===== config.mk =====
export PLATFORM = sky130hd
export DESIGN_NAME = score_keeper_flat
export DESIGN_NICKNAME = d
export VERILOG_FILES = /design/src/rtl/score_keeper_if.sv /design/src/rtl/score_keeper.sv /design/src/flat_wrapper.sv
export SDC_FILE = /design/constraint.sdc
export NUM_CORES = 1
export LEC_CHECK = 0
export ABC_AREA = 1
export CAP_MARGIN = 30
export CORE_ASPECT_RATIO = 1.1
export CORE_MARGIN = 5
export CORE_UTILIZATION = 50
export DETAILED_ROUTE_END_ITERATION = 10
export PLACE_DENSITY = 0.78
export SYNTH_ARGS = -nofsm -noshare
export SYNTH_HDL_FRONTEND = slang
export SYNTH_SLANG_ARGS = --single-unit

===== constraint.sdc =====
create_clock -name clock -period 15.3 [get_ports clock]
set_clock_uncertainty 0.05 [all_clocks]
set_input_delay 2.295 -clock clock [delete_from_list [all_inputs] [get_ports clock]]
set_output_delay 2.295 -clock clock [all_outputs]
set_load 0.005 [all_outputs]

===== src/rtl/score_keeper_if.sv =====
// Game-status bus between the column layer and the score keeper.
// Carries per-column flags, start, and the score/lives/state outputs.
interface score_keeper_if #(
  parameter int NUM_COLUMNS = 3
);
  logic [NUM_COLUMNS-1:0] correct;
  logic [NUM_COLUMNS-1:0] game_over;
  logic                   start;
  logic [15:0]            score_bcd;
  logic [15:0]            high_score_bcd;
  logic [2:0]             lives;
  logic                   playing;
  logic                   all_over;
  logic                   columns_reset;

  modport master (
    output correct,
    output game_over,
    output start,
    input  score_bcd,
    input  high_score_bcd,
    input  lives,
    input  playing,
    input  all_over,
    input  columns_reset
  );

  modport slave (
    input  correct,
    input  game_over,
    input  start,
    output score_bcd,
    output high_score_bcd,
    output lives,
    output playing,
    output all_over,
    output columns_reset
  );
endinterface


===== src/rtl/score_keeper.sv =====
// Score, lives and high-score keeper with IDLE/PLAY/OVER sequencing.
// Counts rising edges of per-column correct/game_over flags.
module score_keeper #(
  parameter int NUM_COLUMNS = 3,
  parameter int START_LIVES = 3
) (
  input logic           clock,
  input logic           reset_signal,
  score_keeper_if.slave bus
);

  typedef enum logic [1:0] {
    IDLE,
    PLAY,
    OVER
  } state_e;

  localparam logic [2:0] LIVES0 = 3'(START_LIVES);

  state_e state_q, state_d;

  logic [NUM_COLUMNS-1:0] corr_h_q;
  logic [NUM_COLUMNS-1:0] go_h_q;
  logic                   start_h_q;

  logic [15:0] score_q, score_d;
  logic [15:0] high_q, high_d;
  logic [2:0]  lives_q, lives_d;
  logic        first_q, first_d;
  logic        play_q, play_d;
  logic        over_q, over_d;
  logic        crst_q, crst_d;

  logic [NUM_COLUMNS-1:0] corr_e;
  logic [NUM_COLUMNS-1:0] go_e;
  logic                   start_e;
  logic [3:0]             hits;
  logic [3:0]             miss;

  function automatic logic [3:0] popcnt(
    input logic [NUM_COLUMNS-1:0] v
  );
    logic [3:0] c;
    c = '0;
    for (int i = 0; i < NUM_COLUMNS; i++) begin
      c = c + 4'(v[i]);
    end
    return c;
  endfunction

  // Ripple decimal add of a small value; a carry out of the top
  // digit means the true result exceeds 9999.
  function automatic logic [15:0] bcd_add(
    input logic [15:0] s,
    input logic [3:0]  inc
  );
    logic [15:0] r;
    logic [4:0]  t;
    logic [3:0]  a;
    logic        cy;
    r  = s;
    a  = inc;
    cy = 1'b0;
    for (int i = 0; i < 4; i++) begin
      t = {1'b0, s[4*i +: 4]} + {1'b0, a};
      if (t > 5'd9) begin
        r[4*i +: 4] = 4'(t - 5'd10);
        cy          = 1'b1;
      end else begin
        r[4*i +: 4] = t[3:0];
        cy          = 1'b0;
      end
      a = {3'b000, cy};
    end
    if (cy) r = 16'h9999;
    return r;
  endfunction

  assign corr_e  = bus.correct & ~corr_h_q;
  assign go_e    = bus.game_over & ~go_h_q;
  assign start_e = bus.start & ~start_h_q;
  assign hits    = popcnt(corr_e);
  assign miss    = popcnt(go_e);

  always_comb begin
    state_d = state_q;
    score_d = score_q;
    lives_d = lives_q;
    high_d  = high_q;
    first_d = 1'b0;
    unique case (state_q)
      IDLE: begin
        if (start_e) begin
          state_d = PLAY;
          score_d = '0;
          lives_d = LIVES0;
        end
      end
      PLAY: begin
        score_d = bcd_add(score_q, hits);
        if (miss != 4'd0) begin
          if (miss >= {1'b0, lives_q}) begin
            lives_d = '0;
            state_d = OVER;
            first_d = 1'b1;
          end else begin
            lives_d = lives_q - miss[2:0];
          end
        end
      end
      OVER: begin
        // Valid BCD orders the same as binary.
        if (first_q && (score_q > high_q)) begin
          high_d = score_q;
        end
        if (start_e) begin
          state_d = PLAY;
          score_d = '0;
          lives_d = LIVES0;
        end
      end
      default: begin
        state_d = IDLE;
      end
    endcase
    play_d = (state_d == PLAY);
    over_d = (state_d == OVER);
    crst_d = (state_d != PLAY);
  end

  always_ff @(posedge clock) begin
    if (!reset_signal) begin
      state_q   <= IDLE;
      corr_h_q  <= '0;
      go_h_q    <= '0;
      start_h_q <= 1'b0;
      score_q   <= '0;
      high_q    <= '0;
      lives_q   <= LIVES0;
      first_q   <= 1'b0;
      play_q    <= 1'b0;
      over_q    <= 1'b0;
      crst_q    <= 1'b1;
    end else begin
      state_q   <= state_d;
      corr_h_q  <= bus.correct;
      go_h_q    <= bus.game_over;
      start_h_q <= bus.start;
      score_q   <= score_d;
      high_q    <= high_d;
      lives_q   <= lives_d;
      first_q   <= first_d;
      play_q    <= play_d;
      over_q    <= over_d;
      crst_q    <= crst_d;
    end
  end

  assign bus.score_bcd      = score_q;
  assign bus.high_score_bcd = high_q;
  assign bus.lives          = lives_q;
  assign bus.playing        = play_q;
  assign bus.all_over       = over_q;
  assign bus.columns_reset  = crst_q;

endmodule


===== src/flat_wrapper.sv =====
// flat-port wrapper written by rule: the top's interface ports become plain ports
module score_keeper_flat 
#(
  parameter int NUM_COLUMNS = 3,
  parameter int START_LIVES = 3
)
  (clock, reset_signal, bus_correct, bus_game_over, bus_start, bus_score_bcd, bus_high_score_bcd, bus_lives, bus_playing, bus_all_over, bus_columns_reset);
  score_keeper_if #(.NUM_COLUMNS(NUM_COLUMNS)) bus_i ();
  input logic clock;
  input logic reset_signal;
  input wire logic [$bits(bus_i.correct)-1:0] bus_correct;
  input wire logic [$bits(bus_i.game_over)-1:0] bus_game_over;
  input wire logic [$bits(bus_i.start)-1:0] bus_start;
  output wire logic [$bits(bus_i.score_bcd)-1:0] bus_score_bcd;
  output wire logic [$bits(bus_i.high_score_bcd)-1:0] bus_high_score_bcd;
  output wire logic [$bits(bus_i.lives)-1:0] bus_lives;
  output wire logic [$bits(bus_i.playing)-1:0] bus_playing;
  output wire logic [$bits(bus_i.all_over)-1:0] bus_all_over;
  output wire logic [$bits(bus_i.columns_reset)-1:0] bus_columns_reset;
  assign bus_i.correct = bus_correct;
  assign bus_i.game_over = bus_game_over;
  assign bus_i.start = bus_start;
  assign bus_score_bcd = bus_i.score_bcd;
  assign bus_high_score_bcd = bus_i.high_score_bcd;
  assign bus_lives = bus_i.lives;
  assign bus_playing = bus_i.playing;
  assign bus_all_over = bus_i.all_over;
  assign bus_columns_reset = bus_i.columns_reset;
  score_keeper #(.NUM_COLUMNS(NUM_COLUMNS), .START_LIVES(START_LIVES)) u_core (.clock(clock), .reset_signal(reset_signal), .bus(bus_i));
endmodule

# After elaboration in Yosys (flattened, before gate mapping)
# Index checks and enable logic that the tools add are counted.
# Widths: inputs -> output; s select.
[word_totals] regBits=48 latch_bits=0 ramBits=0 rom_bits=0 input_bits=9 output_inout_bits=38 word_cells=76 memories=0
[classes] add_sub_neg=13 mul=0 n_div=0 order_cmp=6 n_eq_ne=7 shift=0 mux=24 n_bitwise=6 n_reduce_logical=9
[op_table] operator="$mux 16" count=2
[op_table] operator="$pmux 16 s2" count=1
[op_table] operator="$gt 5x4->1 const B" count=4
[op_table] operator="$gt 16x16->1" count=1
[op_table] operator="$mux 4" count=4
[op_table] operator="$sub 4x4->4 const B" count=4
[op_table] operator="$add 4x1->5" count=3
[op_table] operator="$mux 1" count=9
[op_table] operator="$mux 3" count=3
[op_table] operator="$add 4x1->4" count=2
[op_table] operator="$and 3x3->3" count=2
[op_table] operator="$mux 2" count=3
[op_table] operator="$ne 2x1->1 const B" count=3
[op_table] operator="$not 3->3" count=2
[op_table] operator="$pmux 3 s2" count=1
[op_table] operator="$reduce_and 3->1" count=2
[op_table] operator="$add 4x4->5" count=1
[op_table] operator="$add 1x1->2" count=2
[op_table] operator="$eq 2x1->1 const B" count=2
[op_table] operator="$eq 2x2->1 const B" count=2
[op_table] operator="$ge 4x3->1" count=1
[op_table] operator="$pmux 2 s2" count=1
[op_table] operator="$reduce_and 2->1" count=2
[op_table] operator="$reduce_bool 4->1" count=1
[op_table] operator="other kinds (7)" count=7

# Logic depth before layout (Yosys ltp)
[depth] word_depth=22 depth_mapped=33 ltp_nobuf=33

# Least setup slack after synthesis
# No wires, ideal clock.
[synth_path] path_kind="input to register" from="input port bus_correct[0]" to="register u_core.score_q[1] (netlist: u_core.bus.score_bcd[1])" setup_time_ns=0.070 arrival_time_ns=6.921 required_ns=15.180 setup_slack_ns=8.259 stages=33 path_buffers=0 path_cell_list="inv_1 -> nor2_1 -> inv_1 -> fa_1 -> inv_1 -> ha_1 -> fa_1 -> or2_1 -> nand2_1 -> nand2_1 -> nand3_2 -> nand2_1 -> ha_1 -> ha_1 -> xnor2_2 -> nand2_1 -> nand2_2 -> nand2_1 -> ha_1 -> ha_1 -> xnor2_2 -> nand2_1 -> nand2_2 -> nand2_1 -> ha_1 -> ha_1 -> a21oi_1 -> nand2_1 -> nand2_4 -> inv_4 -> nor2_8 -> nand3_1 -> a21oi_1"
[synth_via] elab_chain_len=21 word_cells_on_any_way=23 cone_classes="add/sub (7); order compare (4); mux (11); bitwise (1)"
[synth_rtl] item="start, declared" line="flat_wrapper.sv:11" source="input wire logic [$bits(bus_i.correct)-1:0] bus_correct;"
[synth_rtl] item="$and 3x3->3 (*)" line="score_keeper.sv:79" source="assign corr_e = bus.correct & ~corr_h_q;"
[synth_rtl] item="$add 1x1->2 (*)" line="score_keeper.sv:46" source="c = c + 4'(v[i]);"
[synth_rtl] item="$add 4x1->4 (*)" line="score_keeper.sv:46"
[synth_rtl] item="$add 4x4->5 (*)" line="score_keeper.sv:65" source="t = {1'b0, s[4*i +: 4]} + {1'b0, a};"
[synth_rtl] item="$gt 5x4->1" line="score_keeper.sv:66" source="if (t > 5'd9) begin"
[synth_rtl] item="$mux 1" line="score_keeper.sv:66"
[synth_rtl] item="$mux 1" line="score_keeper.sv:91" source="unique case (state_q)"
[synth_rtl] item="$add 4x1->5" line="score_keeper.sv:65"
[synth_rtl] item="[... 5 more ...]"
[synth_rtl] item="$mux 1" line="score_keeper.sv:66"
[synth_rtl] item="$mux 1" line="score_keeper.sv:91"
[synth_rtl] item="$add 4x1->5" line="score_keeper.sv:65"
[synth_rtl] item="$gt 5x4->1" line="score_keeper.sv:66"
[synth_rtl] item="$mux 1" line="score_keeper.sv:66"
[synth_rtl] item="$mux 1" line="score_keeper.sv:91"
[synth_rtl] item="$mux 16 (*)" line="score_keeper.sv:75" source="if (cy) r = 16'h9999;"
[synth_rtl] item="$pmux 16 s2 (*)" line="score_keeper.sv:91"
[synth_rtl] item="end signal, assigned" line="score_keeper.sv:149" source="score_q <= score_d;"
[synth_rtl] item="end, declared" line="score_keeper.sv:26" source="logic [15:0] score_q, score_d;"
# Mark *: on every way between the ends. The rest lies on a longest branch, timed or not. The select of a mux whose other input is x is not followed.
# A chain may end at the register's enable or synchronous reset.

# Worst setup path after layout
# Same ends and word-level chain as after synthesis.

==> results.cfg <==
[detailed_routing]
drtAntennaViolNets = 0
wirelength_mm = 6.69
drc = 0
via_per_inst = 5.03
vias = 2779
drt_pass1_iterations = 4
drtIter0Drc = 203
routedWlPerCell_um = 12.1

[hold_path]
min_from = u_core.bus.lives[1]
hold_class = reg -> reg

[setup_path]
worstSetupPathType = in -> reg
startpoint_type = input port
critPathArrivalTime_ns = 8.04
critPathSlowestCell = fa_1
end_kind = flip-flop
worstPathRequired_ns = 15.47
critPathMostFrequentCell = nand2_1
r2r-start = u_core.corr_h_q[0]
slowest_delay_ns = 0.53
cp-startpoint = bus_correct[0]
cp_max_fo = 8

[cts]
cts-htree-levels = 2
clkLatencyLatePin_ns = 0.30
cts_tree = built
ctsResizeCount = 0
clockRootBuffer = clkbuf_8
cts_setup_buffers = 0
clk_path_buf_depth = 2
ctsHoldBuffers = 0
cts_sinks = 48
cts_made_buffers = 5
clk_pin_slew_ns = 0.08

[global_routing]
grt_max_degree = 33
grt_pass1_vias = 2763
grt_remaining_overflow = 0
grt_pass1_wl_mm = 11.8
grtUsageTotal = 0.180
antenna_found_initial = 0

[logic_synthesis]
yosysSeqAreaShare = 0.314
syn_nets = 481
synthCells = 430
yosys_warnings = 0
yosys_register_bits = 48
synth_cell_types = 28
syn_avg_cell_area_um2 = 7.12
syn_area_um2 = 3060

[die]
pin_count = 47
rows = 30
die-area_um2 = 7790
initial_utilization = 0.503
die_w_um = 84.6
core_um2 = 6080
fp.dieH_um = 92.1

[cells_and_area]
register_area_um2 = 961
diodes = 0
layout_commonest_cell = nand2_1
drive_gt1_frac = 0.0486
fillers = 575
final_cell_mix = nand2_1, inv_1, dfxtp_1, a21oi_1, clkdlybuf4s50_1
fin_cells = 553
areaGrowthSynthToFinish_pct = 19.5
num-nets-final = 523
multi_input_area_um2 = 1730

[placed_design]
dp_hpwl_mm = 5.10
port_buffers = 46
gp_congestion = 0.901
dp.cells = 545

[sta]
fin_setup_tns_ns = 0
tightest_slew_ns = 0.653
relSlewSlack = 0.564
min_period_ns = 7.87
finalHoldViolCount = 0
drv_slew = 0
fmax_mhz = 127
rsz0062_at_grt = no
layout_worst_path_cycle_share = 0.514
setup_violations = 0

[run_status]
status = finished, final reports clean

[pwr]
power_density_nw_per_um2 = 70.9
p_leak_nw = 1.73
worst_ir_drop_vdd_uv = 59.6

[run]
max_cap_violations = 0
-- critical path: cells and delay by family --
| family | cells | cell delay [ns] |
|---|---|---|
| AO/OA/AOI/OAI | 2 | 0.28 |
| XOR/XNOR | 2 | 0.42 |
| adder cells (fa/ha/maj) | 9 | 2.51 |
| buffers and inverters | 5 | 0.70 |
| AND/OR/NAND/NOR | 16 | 1.82 |
-- power by group --
part,internal (W),switching [W],total (W)
Clock,0.0000370,0.0000413,0.0000783
Sequential,0.000129,0.00000317,0.000132
Combinational,0.0000192,0.0000296,0.0000488
-- metrics by stage --
step	power [W]	area, um2	util	setup WS (ns)	hold slack [ns]
global placement	0.000183	3550	0.585	7.51	0.437
detailed placement	0.000185	3570	0.587	7.26	0.447
CTS	0.000263	3660	0.602	7.50	0.467
finish	0.000260	3660	0.602	7.43	0.464
floorplan	0.000168	3060	-	8.26	0.438
global route	0.000276	3660	0.602	7.11	0.502
-- routing by layer --
metal / global-route usage / wire length, um
met5: 0 / 0
met4: 0.0620 / 123
met3: 0.0404 / 321
met2: 0.324 / 3320
met1: 0.208 / 2930
-- cells by family after synthesis --
group                      synth area share
buffers and inverters                 0.120
adders and majority gates             0.181
AOI/OAI and AO/OA                     0.107
DFF                                   0.314
and+or+nand+nor                       0.255
xor gates and xnor gates             0.0221
-- state kept, by name, indices dropped and copies added (netlist names), 2 cells and up --
register	count
u_core.bus.high_score_bcd	16
u_core.bus.score_bcd	16
u_core.bus.lives	3
u_core.corr_h_q	3
u_core.go_h_q	3
u_core.state_q	2
-- synthesized netlist by cell type --
master	count	area, um2
a21o_1	2	15.0
a21oi_1	47	235
buf_1	1	3.75
buf_2	6	30.0
buf_4	1	7.51
buf_6	2	22.5
clkbuf_1	3	11.3
dfxtp_1	48	961
fa_1	4	80.1
ha_1	38	475
inv_1	74	278
inv_2	2	7.51
inv_4	1	6.26
nand2_1	96	360
nand2_2	3	18.8
nand2_4	1	11.3
nand3_1	38	190
nand3_2	2	20.0
nand4_1	3	18.8
nor2_1	33	124
nor2_2	2	12.5
nor2_8	1	20.0
o21ai_0	14	70.1
o21ai_2	1	8.76
or2_1	1	6.26
xnor2_1	2	17.5
xnor2_2	2	32.5
xor2_1	2	17.5
-- layout make-up --
cell class / count / area share
multi-input cells: 292 / 0.474
flip-flops and latches: 48 / 0.263
repair buffers: 48 / 0.132
inverters: 77 / 0.0797
well taps: 80 / 0.0274
clock buffers: 8 / 0.0246
-- worst paths after layout --
kind                                   to  slack [ns]  depth (start not counted)
setup reg to reg  u_core.bus.score_bcd[1]        9.62                         32
hold / removal        u_core.bus.lives[1]        0.46                          2
setup / recovery  u_core.bus.score_bcd[1]        7.43                         34
hold reg to reg       u_core.bus.lives[1]        0.46                          2
(Power assumes the default switching activity.)
==> variant (same flow settings) <==
Re-encode `state_e` (3 states) as one-hot, 3 bits wide.
--- a/src/rtl/score_keeper.sv
+++ b/src/rtl/score_keeper.sv
@@ -10,8 +10,8 @@
 );
 
-  typedef enum logic [1:0] {
-    IDLE,
-    PLAY,
-    OVER
+  typedef enum logic [2:0] {
+    IDLE = 3'b001,
+    PLAY = 3'b010,
+    OVER = 3'b100
   } state_e;
 
Check against the original RTL: no difference found for any inputs over 10 cycles, from zero or initial values and one cycle with reset_signal low; not proved beyond that.
==> variant against the unedited design <==
  * Power increased by 19%
  * Sequential share of layout area increased by 0.24 points
  * Non-clock buffer count unchanged
  * Wire length decreased by 2.7%
  * Largest cell class unchanged
  * Highest routed layer unchanged
  * Die area increased by 0.83%
  * Cell area increased by 1.2%
  * Sequential power increased by 8%
  * Sequential cell count increased by 1
  * Worst setup slack got worse by 0.11 ns
  * Area after synthesis increased by 0.94%
  * Critical path depth decreased by 1
==> variant: results (changes against the unedited design) <==
1st-iter DRT viols=157 (was 203); routed vias/inst=4.96 (was 5.03); Synth Net Count=486 (was 481); clock buffer depth=2 (unchanged); Hold Path Origin=u_core.bus.high_score_bcd[6] (was u_core.bus.lives[1]); DP Area=3620 um^2 (was 3570 um^2); VDD IR max=0.0874 mV (was 0.0596 mV); vias in the first global route=2543 (was 2763); synth top area cells=dfxtp_1 32%, ha_1 15%, nand2_1 12%, inv_1 8.6%, a21oi_1 7.0% (was dfxtp_1 31%, ha_1 16%, nand2_1 12%, inv_1 9.1%, a21oi_1 7.7%); Resize count post-CTS=0 (unchanged); H-tree levels=2 (unchanged); port buffer count=46 (unchanged); Slowest-stage cell, CP=fa_1 (unchanged); hold path cells=2 (unchanged); Leakage=1.75 nW (was 1.73 nW); worst hold slack=0.459 ns (was 0.464 ns); worst-path fanout max=8 (unchanged); post-placement cell count=552 (was 545); Synth top cells by count=100 x nand2_1, 71 x inv_1, 49 x dfxtp_1 (was 96 x nand2_1, 74 x inv_1, 48 x dfxtp_1); worst r2r path cells=31 (was 32); Worst Hold Path EP=u_core.bus.high_score_bcd[6] (was u_core.bus.lives[1]); Nets=530 (was 523); GP Congestion=0.887 (was 0.901); hold crit path type=flip-flop to flip-flop (unchanged); first-pass GRT wire length=11.2 mm (was 11.8 mm); cell count after synthesis=435 (was 430); CTS Root Cell=clkbuf_8 (unchanged); Place WS=7.06 ns (was 7.26 ns); worst r2r src=u_core.corr_h_q[0] (unchanged); Synth async-reset ratio=0 (unchanged); Post-CTS Setup Inserts=0 (unchanged); initial antenna violation count=0 (unchanged); fin cells=559 (was 553); outcome=finished, final reports clean (unchanged); clock slew at reported path FFs=around 0.090 ns; worst path arrival time=8.15 ns (was 8.04 ns); fraction of layout cells with a size suffix above 1=0.0501 (was 0.0486); router iterations before antenna repair=4 (unchanged); CP max stage delay=0.53 ns (about the same); relative slew slack=0.355 (was 0.564); wirelength, routed=6.51 mm (was 6.69 mm); GR Util All Layers=0.171 (was 0.180); DP HPWL=4.93 mm (was 5.10 mm); Yosys cell types=27 (was 28); Worst-Skew Late Latency=0.30 ns (about the same); R2R Path End=u_core.bus.score_bcd[9] (was u_core.bus.score_bcd[1]); Reg2Reg Setup Slack=9.51 ns (was 9.62 ns); diode count=0 (unchanged); largest net degree at the start of global routing=33 (unchanged); sequential area share after synthesis=0.317 (was 0.314)
==> variant: final cells by class <==
type	instances	area (um^2)
fillers	580	2380
clock buffers	7	86.3
flip-flops and latches	49	981
well taps	80	100
repair buffers	48	475
inverters	78	293
multi-input cells	297	1770
==> variant: worst max-delay path by stage <==
stage | from | endpoint | slack, ns | cells past startpoint
2_1_floorplan | bus_correct[0] | u_core.bus.score_bcd[1] | 8.16 | 32
3_3_place_gp | bus_correct[0] | u_core.bus.score_bcd[9] | 7.40 | 33
3_5_place_dp | bus_correct[0] | u_core.bus.score_bcd[1] | 7.06 | 33
4_1_cts | bus_correct[0] | u_core.bus.score_bcd[14] | 7.36 | 33
5_1_grt | bus_correct[0] | u_core.bus.score_bcd[9] | 6.84 | 33
6_report | bus_correct[0] | u_core.bus.score_bcd[9] | 7.32 | 33
==> variant: metal layers <==
layer,track usage,routed length (um),vias to the layer above
met3,0.0285,291,11
li1,-,-,1461
met1,0.207,2880,1239
met2,0.300,3210,62
met4,0.0633,126,0
met5,0,0,-
==> variant: report_power, final <==
part           internal (mW)  switching [mW]  total [mW]
clock network         0.0359          0.0406      0.0765
registers              0.137         0.00575       0.143
logic                 0.0351          0.0541      0.0892
==> variant: logic make-up (layout without fill, tap and decap cells) <==
logic type / after synthesis / in the layout / synth area share
and+or+nand+nor: 188 / 188 / 0.266
buffers and inverters: 89 / 133 / 0.113
AOI/OAI and AO/OA: 60 / 60 / 0.101
DFF: 49 / 49 / 0.317
adders and majority gates: 42 / 42 / 0.180
xor gates and xnor gates: 7 / 7 / 0.0223
==> variant: worst max-delay path: cells and delay by family <==
family / cells / cell delay (ns)
XOR/XNOR: 3 / 0.73
adder cells (fa/ha/maj): 9 / 2.53
AO/OA/AOI/OAI: 2 / 0.26
AND/OR/NAND/NOR: 14 / 1.61
buffers and inverters: 5 / 0.72
